--- src/rtl/sdram_read_arbiter.sv ---
// Round-robin arbiter sharing one SDRAM read channel between N_REQ load clients.
// Optional WAIT watchdog with sticky timeout_err port: define SDRAM_READ_ARB_TIMEOUT_EN.
module sdram_read_arbiter #(
    parameter int N_REQ          = 3,
    parameter int ADDR_W         = 32,
    parameter int CNT_W          = 11,
    parameter int DATA_W         = 128,
    parameter int TIMEOUT_CYCLES = 4096
) (
    input  logic                    clk,
    input  logic                    rst,
    input  logic [N_REQ*ADDR_W-1:0] req_addr,
    input  logic [N_REQ*CNT_W-1:0]  req_cnt,
    input  logic [N_REQ-1:0]        req_start,
    output logic [N_REQ-1:0]        req_busy,
    output logic [N_REQ-1:0]        req_valid,
    output logic [DATA_W-1:0]       req_data,
    output logic [N_REQ-1:0]        req_done,
    output logic [N_REQ-1:0]        req_err,
    output logic [ADDR_W-1:0]       rd_addr,
    output logic [CNT_W-1:0]        rd_cnt,
    output logic                    rd_start,
    input  logic                    rd_valid,
    input  logic [DATA_W-1:0]       rd_data,
    input  logic                    rd_done
`ifdef SDRAM_READ_ARB_TIMEOUT_EN
    ,
    output logic                    timeout_err
`endif
);

    localparam int PTR_W = (N_REQ > 1) ? $clog2(N_REQ) : 1;
    localparam logic [N_REQ-1:0] ONE = N_REQ'(1);

    typedef enum logic [1:0] {S_IDLE, S_WAIT, S_DONE} state_t;

    state_t             r_state;
    logic [N_REQ-1:0]   r_pend;
    logic [N_REQ-1:0]   r_err;
    logic [N_REQ-1:0]   r_done;
    logic [ADDR_W-1:0]  r_addr [N_REQ];
    logic [CNT_W-1:0]   r_cnt  [N_REQ];
    logic [PTR_W-1:0]   r_ptr;
    logic [PTR_W-1:0]   r_grant;
    logic               r_rd_start;
    logic [ADDR_W-1:0]  r_rd_addr;
    logic [CNT_W-1:0]   r_rd_cnt;

    logic               w_found;
    logic [PTR_W-1:0]   w_win;
    int                 w_idx;
    logic [N_REQ-1:0]   w_valid;

`ifdef SDRAM_READ_ARB_TIMEOUT_EN
    localparam int TMO_W = $clog2(TIMEOUT_CYCLES + 1);
    logic [TMO_W-1:0]   r_tmo;
    logic               r_timeout_err;
    assign timeout_err = r_timeout_err;
`endif

    // Request capture; a start while still pending is refused and flagged.
    always_ff @(posedge clk) begin
        if (rst) begin
            r_pend <= '0;
            r_err  <= '0;
            for (int i = 0; i < N_REQ; i++) begin
                r_addr[i] <= '0;
                r_cnt[i]  <= '0;
            end
        end else begin
            for (int i = 0; i < N_REQ; i++) begin
                if (req_start[i]) begin
                    if (r_pend[i]) begin
                        r_err[i] <= 1'b1;
                    end else begin
                        r_pend[i] <= 1'b1;
                        r_addr[i] <= req_addr[i*ADDR_W +: ADDR_W];
                        r_cnt[i]  <= req_cnt[i*CNT_W +: CNT_W];
                    end
                end
                if (r_state == S_DONE && r_grant == PTR_W'(i))
                    r_pend[i] <= 1'b0;
            end
        end
    end

    // First pending requester at or above the round-robin pointer, wrapping.
    always_comb begin
        w_found = 1'b0;
        w_win   = '0;
        w_idx   = 0;
        for (int k = 0; k < N_REQ; k++) begin
            w_idx = (int'(r_ptr) + k) % N_REQ;
            if (!w_found && r_pend[w_idx]) begin
                w_found = 1'b1;
                w_win   = PTR_W'(w_idx);
            end
        end
    end

    always_ff @(posedge clk) begin
        if (rst) begin
            r_state    <= S_IDLE;
            r_ptr      <= '0;
            r_grant    <= '0;
            r_rd_start <= 1'b0;
            r_rd_addr  <= '0;
            r_rd_cnt   <= '0;
            r_done     <= '0;
`ifdef SDRAM_READ_ARB_TIMEOUT_EN
            r_tmo         <= '0;
            r_timeout_err <= 1'b0;
`endif
        end else begin
            r_rd_start <= 1'b0;
            r_done     <= '0;
            case (r_state)
                S_IDLE: begin
                    if (w_found) begin
                        r_grant   <= w_win;
                        r_rd_addr <= r_addr[w_win];
                        r_rd_cnt  <= r_cnt[w_win];
                        // Zero-length requests complete without touching SDRAM.
                        if (r_cnt[w_win] != '0) begin
                            r_rd_start <= 1'b1;
                            r_state    <= S_WAIT;
`ifdef SDRAM_READ_ARB_TIMEOUT_EN
                            r_tmo      <= '0;
`endif
                        end else begin
                            r_state <= S_DONE;
                        end
                    end
                end
                S_WAIT: begin
                    if (rd_done) begin
                        r_state <= S_DONE;
                    end
`ifdef SDRAM_READ_ARB_TIMEOUT_EN
                    else if (r_tmo == TMO_W'(TIMEOUT_CYCLES - 1)) begin
                        r_state       <= S_DONE;
                        r_timeout_err <= 1'b1;
                    end else begin
                        r_tmo <= r_tmo + 1'b1;
                    end
`endif
                end
                S_DONE: begin
                    r_done  <= ONE << r_grant;
                    r_ptr   <= (r_grant == PTR_W'(N_REQ - 1)) ? '0 : r_grant + 1'b1;
                    r_state <= S_IDLE;
                end
                default: r_state <= S_IDLE;
            endcase
        end
    end

    // Beats are steered only while a granted burst is outstanding.
    generate
        for (genvar gi = 0; gi < N_REQ; gi++) begin : g_valid
            assign w_valid[gi] = rd_valid && (r_state == S_WAIT) && (r_grant == PTR_W'(gi));
        end
    endgenerate

    assign req_valid = w_valid;
    assign req_data  = rd_data;
    assign req_busy  = r_pend;
    assign req_done  = r_done;
    assign req_err   = r_err;
    assign rd_addr   = r_rd_addr;
    assign rd_cnt    = r_rd_cnt;
    assign rd_start  = r_rd_start;

endmodule

--- config.mk ---
export PLATFORM = sky130hd
export DESIGN_NAME = sdram_read_arbiter
export DESIGN_NICKNAME = d
export VERILOG_FILES = /design/src/rtl/sdram_read_arbiter.sv
export SDC_FILE = /design/constraint.sdc
export NUM_CORES = 1
export LEC_CHECK = 0
export ABC_AREA = 1
export CORE_MARGIN = 4
export CORE_UTILIZATION = 30
export DETAILED_ROUTE_END_ITERATION = 8
export GPL_ROUTABILITY_DRIVEN = 0
export GPL_TIMING_DRIVEN = 0
export SLEW_MARGIN = 10
export SYNTH_ARGS = -nofsm -noshare
export SYNTH_HDL_FRONTEND = slang
export SYNTH_SLANG_ARGS = --single-unit
--- constraint.sdc ---
create_clock -name clk -period 2.8 [get_ports clk]
set_input_delay 0.28 -clock clk [delete_from_list [all_inputs] [get_ports clk]]
set_output_delay 0.28 -clock clk [all_outputs]
set_load 0.02 [all_outputs]
Word level (Yosys, flattened, before mapping)
Memory sizes are Yosys's and may differ from the RTL's. A register that Yosys moved wholly into a read port is not among the register bits.
Cells that the tools add are included.
{"block": "word_totals", "ff_bits": 27, "in_bits": 264, "mem_bits_rw": 129, "memories": 2, "elab_cells": 104, "output_inout_bits": 184}
{"block": "op_classes", "n_reduce_logical": 24, "n_bitwise": 9, "n_div": 3, "n_eq_ne": 6, "n_addsub": 3, "muxes": 41, "shift": 1, "magnitude_cmp": 3}
{"memory": "r_addr", "depth": 3, "width": 32, "read_ports": 1, "rd_clocked_by_memory_dff": 1, "write_ports": 3, "line": "41", "source": "logic [ADDR_W-1:0] r_addr [N_REQ];"}
{"memory": "r_cnt", "depth": 3, "width": 11, "read_ports": 1, "rd_clocked_by_memory_dff": 0, "write_ports": 3, "line": "42", "source": "logic [CNT_W-1:0] r_cnt [N_REQ];"}
{"op": "$lt A32 B4 Y1 const B", "count": 3}
{"op": "$mux W32", "count": 3}
{"op": "$mod A32 B3 Y32 const B", "count": 2}
{"op": "$mux W11", "count": 3}
{"op": "$mod A3 B3 Y32 const B", "count": 1}
{"op": "$mux W1", "count": 24}
{"op": "$mux W2", "count": 7}
{"op": "$reduce_bool A11 Y1", "count": 1}
{"op": "$reduce_and A2 Y1", "count": 5}
{"op": "$logic_and A1 B1 Y1", "count": 9}
{"op": "$reduce_or A2 Y1", "count": 4}
{"op": "$bmux W1 S2", "count": 3}
{"op": "$or A1 B1 Y1", "count": 6}
{"op": "$eq A2 B1 Y1 const B", "count": 2}
{"op": "$eq A2 B2 Y1 const B", "count": 2}
{"op": "$logic_not A2 Y1", "count": 2}
{"op": "$ne A2 B2 Y1 const B", "count": 2}
{"op": "$pmux W2 S2", "count": 1}
{"op": "$add A2 B1 Y3 const B", "count": 1}
{"op": "$add A2 B2 Y3 const B", "count": 1}
{"op": "$not A1 Y1", "count": 3}
{"op": "$reduce_or A3 Y1", "count": 1}
{"op": "$shl A1 B2 Y3 const A", "count": 1}
{"op": "$add A2 B1 Y2 const B", "count": 1}
{"op": "$logic_not A1 Y1", "count": 2}

Depth between registers and ports, before layout
An unclocked memory read counts as a cell.
{"block": "logic_depth", "ltp_word": 16, "mapped_depth": 19, "ltp_nobuf": 19}

Worst setup path before layout
Ideal clock, no wire load.
{"block": "synth_path", "path_kind": "input port to flip-flop", "start": "in rst", "end": "mem r_addr[1][0], enable pin", "path_buffers": 2, "path_stages": 4, "required_time_ns": 2.249, "setup_time_ns": 0.551, "path_slack_ns": 0.639, "arrival_ns": 1.610, "cell_sequence": "clkbuf_1 -> inv_1 -> clkbuf_1 -> nand2_1"}
{"item": "start: declaration", "line": "11", "source": "input logic rst,"}
{"item": "end: declaration", "line": "41"}

Worst setup path in the final report
{"block": "layout_path", "start": "reg r_ptr[0]", "end": "reg r_rd_addr[3], in the netlist rd_addr[3] (read register of r_addr)"}
{"block": "layout_via", "elab_chain_len": 12, "elab_cells_between_ends": 25, "cone_classes": "add/sub: 2; div: 3; mux: 15; reduce/logical: 5"}
{"item": "start: declaration", "line": "43", "source": "logic [PTR_W-1:0] r_ptr;"}
{"item": "start signal: assignment", "line": "150", "source": "r_ptr <= (r_grant == PTR_W'(N_REQ - 1)) ? '0 : r_grant + 1'b1;"}
{"item": "branches (longest 12 deep; another with $mod A32 B3 Y32)"}
{"item": "end: declaration", "line": "46", "source": "logic [ADDR_W-1:0] r_rd_addr;"}
Several ways; the timed one is not identified. The select of a mux whose other input is x is not followed.
A chain may end at the register's enable or synchronous reset.

==> impl_metrics.toml <==
[logic_synthesis]
synthesis.area_mm2 = 0.00914
synth_cell_types = 27
synth-seq-area-share = 0.553
syn_avg_cell_area_um2 = 8.90
synth_edf_count = 129
yosysTopAreaCell = "edfxtp_1"
yosysWarnings = 0
yosysMostFrequentCell = "nand2_1"
synth_ff_type = "edfxtp_1"
synth_nets = 1292
synth-seq-cells = 188
post-synth-top-area-fraction = 0.424
synth_common_cells = "nand2_1, inv_1, buf_4"
synthCells = 1026
synthTopCellsByArea = "edfxtp_1, dfxtp_1, buf_4, nand2_1, inv_1"
postSynth.asyncResetShare = 0

[detailed_routing]
num_vias = 7473
wl_per_cell_um = 16.5
routed_wl_um = 29200
drt_iter0_drc = 387
vias_per_cell = 4.22
first_pass_iters = 5
drcViolationCount = 0
postRouteAntennaNets = 0

[clock_network]
cts-root-buf = "clkbuf_16"
clkTransAtPathRegs_ps = 70
clock-sinks = 188
clock_latency_ps = 430
tritoncts = "built"
cts_made_buffers = 17
htreeDepth = 4
clock_path_buffers = 2

[min_path]
whs_path_depth = 4
holdPathEnd = "rd_cnt[10]$_SDFFE_PP0P_"
min_from = "rst"
holdCritPathClass = "in2reg"

[die]
start_util = 0.306
dieHeight_um = 183
num_rows = 63
io_pins = 448
core_area_mm2 = 0.0299
die_w_um = 183
dieArea_mm2 = 0.0333

[global_routing]
grt_pass1_wl_um = 42800
gr-usage-all-layers = 0.168
grt_pass1_vias = 7545
antenna_found_initial = 1
grt-busiest-layer = "met2"
met2_usage = 0.279
gr-total-overflow = 0
gr-usage-met3 = 0.0321
grt_max_degree = 31
grt_util_met1 = 0.227

[timing]
fin_crit_sh = 0.948
hold_violations = 0
clock_skew_ps = 10.2
setup-violations-final = 0
rsz0062_at_grt = "true"
maxSlewViolCount = 0
fmax_mhz = 377
tightest_slew_ps = 805
fin_ws_ps = 144
finalCriticalPeriod_ps = 2660
max_slew_margin = 0.463

[pwr]
leakagePower_uw = 0.00630
power_density_mw_per_mm2 = 797
vdd_ir_drop_max_v = 0.000424

[final_layout]
drive_above_1_share = 0.161
instances_no_fill = 1771
fin_area_mm2 = 0.0135
final_nets = 1633
area_delta_synth_final_pct = 47.9

[place]
pre_cts_ws_ps = -86.9
dp_cells = 1737
port_buffers = 318
hpwl_um = 23000
place_area_mm2 = 0.0129

[critical_path]
r2r_slack_ps = 140
r2r_cells = 13
r2r_start = "r_ptr[0]$_SDFFE_PP0P_"
cp_data_arrival_time_ps = 2950
critPathKind = "reg2reg"
worstReg2RegEnd = "rd_addr[3]$_SDFFE_PP0P_"
worstPathRequired_ps = 3100
startpoint_type = "flip-flop"
cp-end-kind = "flip-flop"
critical_path.max_fanout = 10

[job]
maxCapViolCount = 0

[run_status]
status = "finished, final reports clean"
[timing repair]
action                                  in CTS  in global routing
gates resized for setup                      1                 14
hold buffers                                 0                  0
hold endpoints to repair                     0                  0
endpoints found under the setup margin       4                 36
pin swaps                                    0                  2
setup buffers                                0                  1
[how the worst max path moves through the flow]
stage	start	end	slack [ps]	cells past startpoint
5_1_grt	r_ptr[0]$_SDFFE_PP0P_	rd_addr[3]$_SDFFE_PP0P_	-40	14
6_report	r_ptr[0]$_SDFFE_PP0P_	rd_addr[3]$_SDFFE_PP0P_	140	13
3_5_place_dp	req_start[0]	r_addr[0][6]$_SDFFCE_PN0P_	-90	7
3_3_place_gp	rst	r_addr[0][23]$_SDFFCE_PN0P_	-420	4
2_1_floorplan	rst	r_addr[1][0]$_SDFFCE_PN0P_	640	4
4_1_cts	r_ptr[0]$_SDFFE_PP0P_	rd_addr[31]$_SDFFE_PP0P_	10	13
[logic make-up after synthesis]
family	count (synthesis)	synth area share
and+or+nand+nor	366	0.166
buffers and inverters	345	0.197
DFF	188	0.553
AOI/OAI and AO/OA	125	0.0808
adders and majority gates	2	0.00274
[sequential cells by signal, indices dropped and copies added (netlist names), 3 cells and up]
register and cells:
r_addr 96, req_err 3, r_cnt 33, req_busy 3
req_done 3, rd_cnt 11, rd_addr 32
[cell usage in the layout (no fill, tap or decap), types with 2 or more instances in the layout]
| cell | synthesis | routed |
|---|---|---|
| nand4_1 | 2 | 2 |
| inv_2 | 4 | 5 |
| o22ai_1 | 2 | 2 |
| or2_0 | 3 | 3 |
| buf_1 | 4 | 4 |
| or2_2 | 28 | 28 |
| buf_2 | 13 | 10 |
| nand2_2 | 1 | 4 |
| dfxtp_1 | 59 | 59 |
| clkdlybuf4s50_1 | 0 | 318 |
| inv_8 | 0 | 5 |
| nor3_1 | 2 | 2 |
| inv_1 | 165 | 164 |
| clkinv_8 | 0 | 2 |
| clkbuf_16 | 0 | 17 |
| o21ai_0 | 7 | 7 |
| nor2_1 | 54 | 54 |
| nand3_1 | 34 | 34 |
| nand2_1 | 237 | 233 |
| clkbuf_1 | 28 | 25 |
| a21oi_1 | 70 | 70 |
| buf_4 | 130 | 132 |
| buf_12 | 0 | 3 |
| clkbuf_2 | 1 | 3 |
| o211ai_1 | 42 | 42 |
| inv_6 | 0 | 2 |
| clkbuf_4 | 0 | 3 |
| edfxtp_1 | 129 | 129 |
| or2_1 | 4 | 4 |
| o21ai_1 | 2 | 2 |
| clkinv_4 | 0 | 3 |
[layer usage]
layer,up-vias,wire length (um),part of all wire
li1,3800,-,-
met1,3406,13000,0.44
met2,248,14400,0.49
met3,19,1420,0.049
met4,0,365,0.013
met5,-,0,0
[final cells by class]
cell class | instances | area (um^2)
Clock inverter | 15 | 176
Antenna cell | 1 | 2.50
Inverter | 169 | 634
Fill cell | 2875 | 16400
Buffer | 176 | 1180
Multi-Input combinational cell | 493 | 2300
Sequential cell | 188 | 5050
Tap cell | 390 | 488
Clock buffer | 17 | 425
Timing Repair Buffer | 322 | 3250
[stage by stage]
step | setup TNS [ps] | util | power (uW) | hold slack, ps
after CTS | 0 | 0.451 | 10900 | 324
after floorplan | 0 | - | 6380 | 425
final | 0 | 0.452 | 10800 | 329
after global placement | -51250 | 0.429 | 8280 | 454
after detailed placement | -1780 | 0.431 | 8330 | 460
after global routing | -36.3 | 0.452 | 11400 | 385
[power breakdown]
| group | switching [uW] | leakage, uW | total (uW) | internal [uW] |
|---|---|---|---|---|
| clock | 1210 | 0.000294 | 2500 | 1280 |
| sequential | 260 | 0.00184 | 3810 | 3550 |
| combinational | 2640 | 0.00417 | 4470 | 1830 |
| total | 4110 | 0.00630 | 10800 | 6660 |
[critical path, stage by stage (launching register included)]
cell and delay, ps:
dfxtp_1 340, inv_1 70, ha_1 360, inv_2 130, nand3_1 110, nand2_1 90
nand4_1 260, nand2_4 240, inv_2 120, buf_2 230, o211ai_1 280, a21oi_1 100
a21oi_1 140, nor2_1 50
Power figures use the tool's default switching activity.
